**config.mk**
```make
export PLATFORM = sky130hd
export DESIGN_NAME = watch_multi_alarm_core
export DESIGN_NICKNAME = d
export VERILOG_FILES = /design/src/rtl/watch_pkg.sv /design/src/rtl/watch_time_counter.sv /design/src/rtl/watch_multi_alarm_core.sv
export SDC_FILE = /design/constraint.sdc
export NUM_CORES = 1
export LEC_CHECK = 0
export ABC_CLOCK_PERIOD_IN_PS = 6500
export BUFFER_PORTS_ARGS = -buffer_cell sky130_fd_sc_hd__buf_4
export CELL_PAD_IN_SITES_DETAIL_PLACEMENT = 1
export CELL_PAD_IN_SITES_GLOBAL_PLACEMENT = 2
export CORE_UTILIZATION = 43
export CTS_BUF_LIST = sky130_fd_sc_hd__clkbuf_2
export CTS_CLUSTER_SIZE = 25
export DETAILED_ROUTE_END_ITERATION = 10
export PLACE_DENSITY = 0.95
export SLEW_MARGIN = 10
export SYNTH_ARGS = -nofsm -noshare
export SYNTH_HDL_FRONTEND = slang
export SYNTH_SLANG_ARGS = --single-unit
export TNS_END_PERCENT = 30
```
**constraint.sdc**
```tcl
create_clock -name clk -period 6.5 [get_ports clk]
set_input_delay 1.3 -clock clk [delete_from_list [all_inputs] [get_ports clk]]
set_output_delay 1.3 -clock clk [all_outputs]
set_load 0.005 [all_outputs]
```
**src/rtl/watch_pkg.sv**
```systemverilog
// rtl/watch_pkg.sv - shared types, limits and helpers for the watch timekeeping core
package watch_pkg;

    localparam int HH_W = 5;
    localparam int MM_W = 6;

    localparam logic [HH_W-1:0] MAX_HH = 5'd23;
    localparam logic [MM_W-1:0] MAX_MM = 6'd59;
    localparam logic [MM_W-1:0] MAX_SS = 6'd59;

    typedef enum logic [1:0] {
        IDLE    = 2'd0,
        RINGING = 2'd1,
        SNOOZED = 2'd2
    } ring_state_t;

    function automatic logic hhmm_valid(input logic [HH_W-1:0] h, input logic [MM_W-1:0] m);
        return (h <= MAX_HH) && (m <= MAX_MM);
    endfunction

endpackage

```
**src/rtl/watch_time_counter.sv**
```systemverilog
// rtl/watch_time_counter.sv - second prescaler and 24 h hh:mm:ss counter with checked load
module watch_time_counter
    import watch_pkg::*;
#(
    parameter int TICKS_PER_SEC = 32768
) (
    input  logic            clk,
    input  logic            rst,
    input  logic            load_en,
    input  logic [HH_W-1:0] load_hh,
    input  logic [MM_W-1:0] load_mm,
    output logic [HH_W-1:0] hh,
    output logic [MM_W-1:0] mm,
    output logic [MM_W-1:0] ss,
    output logic            sec_pulse,
    output logic            load_err,
    output logic            minute_rollover
);

    localparam int PW = (TICKS_PER_SEC > 1) ? $clog2(TICKS_PER_SEC) : 1;
    localparam logic [PW-1:0] PRESC_TOP = PW'(TICKS_PER_SEC - 1);

    logic [PW-1:0] presc;
    logic [PW-1:0] presc_nxt;
    logic          load_ok;

    always_comb begin
        load_ok   = load_en && hhmm_valid(load_hh, load_mm);
        presc_nxt = (presc == PRESC_TOP) ? '0 : presc + 1'b1;
    end

    // sec_pulse is registered one edge ahead so it is high exactly while presc sits at the top
    always_ff @(posedge clk or negedge rst) begin
        if (!rst) begin
            presc           <= '0;
            sec_pulse       <= 1'b0;
            hh              <= '0;
            mm              <= '0;
            ss              <= '0;
            load_err        <= 1'b0;
            minute_rollover <= 1'b0;
        end else begin
            load_err        <= load_en && !load_ok;
            minute_rollover <= 1'b0;
            if (load_ok) begin
                hh        <= load_hh;
                mm        <= load_mm;
                ss        <= '0;
                presc     <= '0;
                sec_pulse <= (PRESC_TOP == '0);
            end else begin
                presc     <= presc_nxt;
                sec_pulse <= (presc_nxt == PRESC_TOP);
                if (sec_pulse) begin
                    if (ss == MAX_SS) begin
                        ss              <= '0;
                        minute_rollover <= 1'b1;
                        if (mm == MAX_MM) begin
                            mm <= '0;
                            hh <= (hh == MAX_HH) ? '0 : hh + 1'b1;
                        end else begin
                            mm <= mm + 1'b1;
                        end
                    end else begin
                        ss <= ss + 1'b1;
                    end
                end
            end
        end
    end

endmodule

```
**src/rtl/watch_multi_alarm_core.sv**
```systemverilog
// rtl/watch_multi_alarm_core.sv - timekeeping core with alarm bank and ring/snooze state machine
module watch_multi_alarm_core
    import watch_pkg::*;
#(
    parameter int TICKS_PER_SEC = 32768,
    parameter int N_ALARMS      = 4,
    parameter int RING_SEC      = 60,
    parameter int SNOOZE_MIN    = 5,
    parameter int MAX_SNOOZE    = 3,
    localparam int IDX_W        = (N_ALARMS > 1) ? $clog2(N_ALARMS) : 1
) (
    input  logic             clk,
    input  logic             rst,
    input  logic             load_en,
    input  logic [HH_W-1:0]  load_hh,
    input  logic [MM_W-1:0]  load_mm,
    input  logic             alm_we,
    input  logic [IDX_W-1:0] alm_idx,
    input  logic [HH_W-1:0]  alm_hh,
    input  logic [MM_W-1:0]  alm_mm,
    input  logic             alm_en,
    input  logic             snooze,
    input  logic             dismiss,
    output logic [HH_W-1:0]  hh,
    output logic [MM_W-1:0]  mm,
    output logic [MM_W-1:0]  ss,
    output logic             sec_pulse,
    output logic             load_err,
    output logic             alarm_sound,
    output logic [IDX_W-1:0] alarm_idx,
    output logic             snoozed
);

    localparam int IDX_SPAN   = 1 << IDX_W;
    localparam int SNOOZE_SEC = SNOOZE_MIN * 60;
    localparam int RW         = (RING_SEC > 1) ? $clog2(RING_SEC) : 1;
    localparam int SW         = $clog2(SNOOZE_SEC + 1);
    localparam int CW         = (MAX_SNOOZE > 0) ? $clog2(MAX_SNOOZE + 1) : 1;

    localparam logic [IDX_SPAN-1:0] IDX_MASK     = IDX_SPAN'((32'd1 << N_ALARMS) - 32'd1);
    localparam logic [RW-1:0]       RING_LAST    = RW'(RING_SEC - 1);
    localparam logic [SW-1:0]       SNOOZE_LOAD  = SW'(SNOOZE_SEC);
    localparam logic [CW-1:0]       SNOOZE_LIMIT = CW'(MAX_SNOOZE);

    logic            tc_load_err;
    logic            alm_err;
    logic            minute_rollover;

    logic [HH_W-1:0] a_hh [IDX_SPAN];
    logic [MM_W-1:0] a_mm [IDX_SPAN];
    logic [IDX_SPAN-1:0] a_en;

    logic             alm_ok;
    logic             kill;
    logic             hit;
    logic [IDX_W-1:0] win;

    ring_state_t      state;
    logic [RW-1:0]    ring_cnt;
    logic [SW-1:0]    snz_left;
    logic [CW-1:0]    snooze_cnt;

    watch_time_counter #(
        .TICKS_PER_SEC(TICKS_PER_SEC)
    ) u_time (
        .clk            (clk),
        .rst            (rst),
        .load_en        (load_en),
        .load_hh        (load_hh),
        .load_mm        (load_mm),
        .hh             (hh),
        .mm             (mm),
        .ss             (ss),
        .sec_pulse      (sec_pulse),
        .load_err       (tc_load_err),
        .minute_rollover(minute_rollover)
    );

    assign load_err = tc_load_err | alm_err;

    // Scan from the top so the lowest matching channel is the one left in win
    always_comb begin
        alm_ok = alm_we && IDX_MASK[alm_idx] && hhmm_valid(alm_hh, alm_mm);
        kill   = alm_ok && (alm_idx == alarm_idx) && (state != IDLE);
        hit    = 1'b0;
        win    = '0;
        for (int i = N_ALARMS - 1; i >= 0; i--) begin
            if (a_en[i] && (a_hh[i] == hh) && (a_mm[i] == mm)) begin
                hit = 1'b1;
                win = IDX_W'(i);
            end
        end
    end

    always_ff @(posedge clk or negedge rst) begin
        if (!rst) begin
            for (int i = 0; i < IDX_SPAN; i++) begin
                a_hh[i] <= '0;
                a_mm[i] <= '0;
            end
            a_en    <= '0;
            alm_err <= 1'b0;
        end else begin
            alm_err <= alm_we && !alm_ok;
            if (alm_ok) begin
                a_hh[alm_idx] <= alm_hh;
                a_mm[alm_idx] <= alm_mm;
                a_en[alm_idx] <= alm_en;
            end
        end
    end

    always_ff @(posedge clk or negedge rst) begin
        if (!rst) begin
            state       <= IDLE;
            ring_cnt    <= '0;
            snz_left    <= '0;
            snooze_cnt  <= '0;
            alarm_sound <= 1'b0;
            alarm_idx   <= '0;
            snoozed     <= 1'b0;
        end else begin
            case (state)
                IDLE: begin
                    if (minute_rollover && hit) begin
                        state       <= RINGING;
                        alarm_idx   <= win;
                        ring_cnt    <= '0;
                        snooze_cnt  <= '0;
                        alarm_sound <= 1'b1;
                    end
                end
                RINGING: begin
                    if (dismiss || kill) begin
                        state       <= IDLE;
                        alarm_sound <= 1'b0;
                        alarm_idx   <= '0;
                    end else if (snooze && (snooze_cnt < SNOOZE_LIMIT)) begin
                        state       <= SNOOZED;
                        snooze_cnt  <= snooze_cnt + 1'b1;
                        snz_left    <= SNOOZE_LOAD;
                        alarm_sound <= 1'b0;
                        snoozed     <= 1'b1;
                    end else if (sec_pulse) begin
                        if (ring_cnt == RING_LAST) begin
                            state       <= IDLE;
                            alarm_sound <= 1'b0;
                            alarm_idx   <= '0;
                        end else begin
                            ring_cnt <= ring_cnt + 1'b1;
                        end
                    end
                end
                SNOOZED: begin
                    if (dismiss || kill) begin
                        state     <= IDLE;
                        snoozed   <= 1'b0;
                        alarm_idx <= '0;
                    end else if (sec_pulse) begin
                        if (snz_left == SW'(1)) begin
                            state       <= RINGING;
                            ring_cnt    <= '0;
                            snoozed     <= 1'b0;
                            alarm_sound <= 1'b1;
                        end else begin
                            snz_left <= snz_left - 1'b1;
                        end
                    end
                end
                default: begin
                    state       <= IDLE;
                    alarm_sound <= 1'b0;
                    alarm_idx   <= '0;
                    snoozed     <= 1'b0;
                end
            endcase
        end
    end

endmodule

```
==> reports/qor.txt <==
Detailed Route WL: 14,400 um
Post-CTS Resized: 0
Worst EP arrival: 1.61 ns
layout cells sized above 1: 22.1%
row cnt: 41
Post-synth EDFFs: 0
CTS H-Tree Depth: 3
slowest stage delay, CP: 0.77 ns
final setup vio count: 0
worst r2r dst: alarm_idx[0]
Cell Chain, Critical Path: buf_4
chip width: 117 um
post-detailed-route wirelength per cell: 18.8 um
nets: 630
Post-synth top cells: 107 x dfrtp_1, 48 x mux2_2, 47 x xnor2_1
die height: 117 um
setup bufs post-CTS: 0
Final Max Tran Viols: 0
maxcap violations: 0
grt ovf: 0
Final GP Congestion: 0.875
CP Data Required Time: 5.20 ns
status: completed
Worst-Skew Late Latency: 0.65 ns
Leak: 2.65 nW
Critical Path Slowest Stage Cell: dfrtp_1
Setup WS pre-CTS: 3.28 ns
CP Buf/Inv Count: 1
hold_buf cts: 0
Post-Syn Nets: 592
maximum vdd drop: 0.165 mV
deepest clock path buffer count: 2
Max Fclk: 0.343 GHz
cell accounting for the most synthesized area: dfrtp_1
Via density: 5.71
initial DRC count: 202
Power Density: 268 nW/um2
Final WS setup: 3.59 ns
Port-buffer cells: 53
largest net degree at the start of global routing: 76
vias: 4,388
GRT Util Overall: 23.4%
Hold Path Depth: 1
CORE AREA: 12,800 um2
CTS clk-pin slew, worst paths: 0.31 ns
CP top delay family: flip-flops
Die ar.: 13,700 um2
CTS tree: yes
power consumption: 0.00169 W
DRC: 0
HP Class: reg -> reg
Syn-to-layout area delta: 11.0%
RSZ-0062 raised after global routing: no
aggregate negative setup slack: 0 ns
clock sink total: 107
I/O pin cnt: 54
ys async rst share: 100%
r2r setup slk: 3.91 ns
post-synth top area share: 47.1%
Fill cells: 1,446
crit-path max FO: 9
min Tclk post-route: 2.91 ns
YS warnings: 0
first-pass GRT wire length: 23,900 um
most numerous cell in the Yosys netlist: dfrtp_1
total inserted antenna cells: 0
hold path endpoint: snz_left[3]
Finished Core Util: 49.4%
final-report hold violation count: 0
Detailed Routing Iterations Pass 1: 4
Synth Flop Type: dfrtp_1
CTS root buf: clkbuf_2
worst-margin pin slew: 0.951 ns
final period utilization: 44.8%
Initial Util: 44.5%
HPWL after detailed placement: 10,700 um
CP Class: reg -> out
Synth area leaders: dfrtp_1 47%, mux2_2 9.5%, xnor2_1 7.2%, nand2_1 3.0%, nor2_1 2.8%
crit path capture type: primary output
crit start category: flip-flop
worst hold start: snz_left[3]
Synth Cell Area: 5690 um2
flops & latches, synth: 107
worst reg2reg startpoint: state[1]
TritonCTS buffer count: 9
Mapped Avg Cell Area: 10.3 um2
slew margin rel.: 36.6%
post-synthesis cell type count: 63
Routed Antenna Nets: 0
reg2reg path depth: 6
via count of the first global-routing pass: 4,647
initial antenna violation count: 0
Max Clock Skew: 0.0303 ns
Seq/Total Area, Yosys: 47.1%
Synth Instances: 553
[cells in the final DEF, fill, tap and decap left out, types with 2 or more instances in the layout]
cell      count
a21oi_1      17
nor2b_1       6
nand2b_1      5
buf_4        56
mux2i_1       3
xnor2_1      47
nor4_1        4
dfrtp_1     107
nand4_1      19
o31ai_1       3
nand2_1      46
a21boi_0      2
nand3b_1      4
ha_1          8
nor3_1       17
o21ai_0      20
or4_1         2
a31oi_1       3
a311oi_1      3
clkbuf_2     10
nand4b_1      3
mux2_2       48
and3_1       11
nor4b_1       2
a221o_1       3
xor2_1       16
inv_8         2
o211ai_1      6
or2_2         3
o21ai_1       5
nand3_1      26
inv_1         7
o21bai_1      3
nor2_1       43
or3_1         3
a22oi_1       2
nor3b_1       2
[final cells by class]
| class | count | area (um2) | share of cell area (%) |
|---|---|---|---|
| multi-input cells | 410 | 2860 | 45.4 |
| flip-flops and latches | 107 | 2680 | 42.4 |
| repair buffers | 56 | 420 | 6.66 |
| well taps | 172 | 215 | 3.41 |
| clock inverters | 6 | 60.1 | 0.951 |
| clock buffers | 10 | 50.0 | 0.793 |
| inverters | 7 | 26.3 | 0.416 |
[registers in the layout (all words and copies together) (netlist names), 4 cells and up]
name / flops
ring_cnt: 6
a_en: 4
a_hh: 20
a_mm: 24
u_time.mm: 6
u_time.presc: 15
u_time.ss: 6
snz_left: 9
u_time.hh: 5
[layer usage]
| metal | up-vias | part of all wire [%] | wire length [um] | global-route usage (%) |
|---|---|---|---|---|
| met2 | 65 | 51 | 7430 | 41.5 |
| met5 | - | 0 | 0 | 0 |
| met3 | 10 | 3.1 | 445 | 4.84 |
| li1 | 2042 | - | - | - |
| met1 | 2271 | 45 | 6470 | 29.5 |
| met4 | 0 | 0.69 | 100 | 4.64 |
[worst max-delay path by stage]
stage	startpoint	end	slack, ns	cells past startpoint
floorplan	alm_idx[0]	ring_cnt[3]	3.67	7
global placement	alm_mm[4]	snz_left[6]	3.34	7
detailed placement	alm_mm[4]	snz_left[6]	3.28	7
CTS	u_time.sec_pulse	sec_pulse	3.51	1
global route	u_time.sec_pulse	sec_pulse	3.45	1
finish	u_time.mm[4]	mm[4]	3.59	1
[per-stage QoR]
stage                     cell area [um2]  std cells  hold WS, ns
after floorplan                      5690        553        0.467
after global placement               6200        752        0.491
after detailed placement             6200        752        0.498
after CTS                            6310        768        0.511
after global routing                 6310        768        0.481
final                                6310        768        0.527
[where the power goes]
part	switching, W	internal, W
Sequential	0.000160	0.000780
Clock	0.000249	0.0000622
Combinational	0.000195	0.000247
Total	0.000605	0.00109
[kinds of logic after synthesis]
| family | Yosys count | share of synthesized area [%] |
|---|---|---|
| and+or+nand+nor | 206 | 18.9 |
| DFF | 107 | 47.1 |
| AOI/OAI and AO/OA | 82 | 9.97 |
| xor gates and xnor gates | 63 | 9.70 |
| muxes | 51 | 10.0 |
| buffers and inverters | 36 | 2.55 |
| adders and majority gates | 8 | 1.76 |
Power figures use the tool's default switching activity.
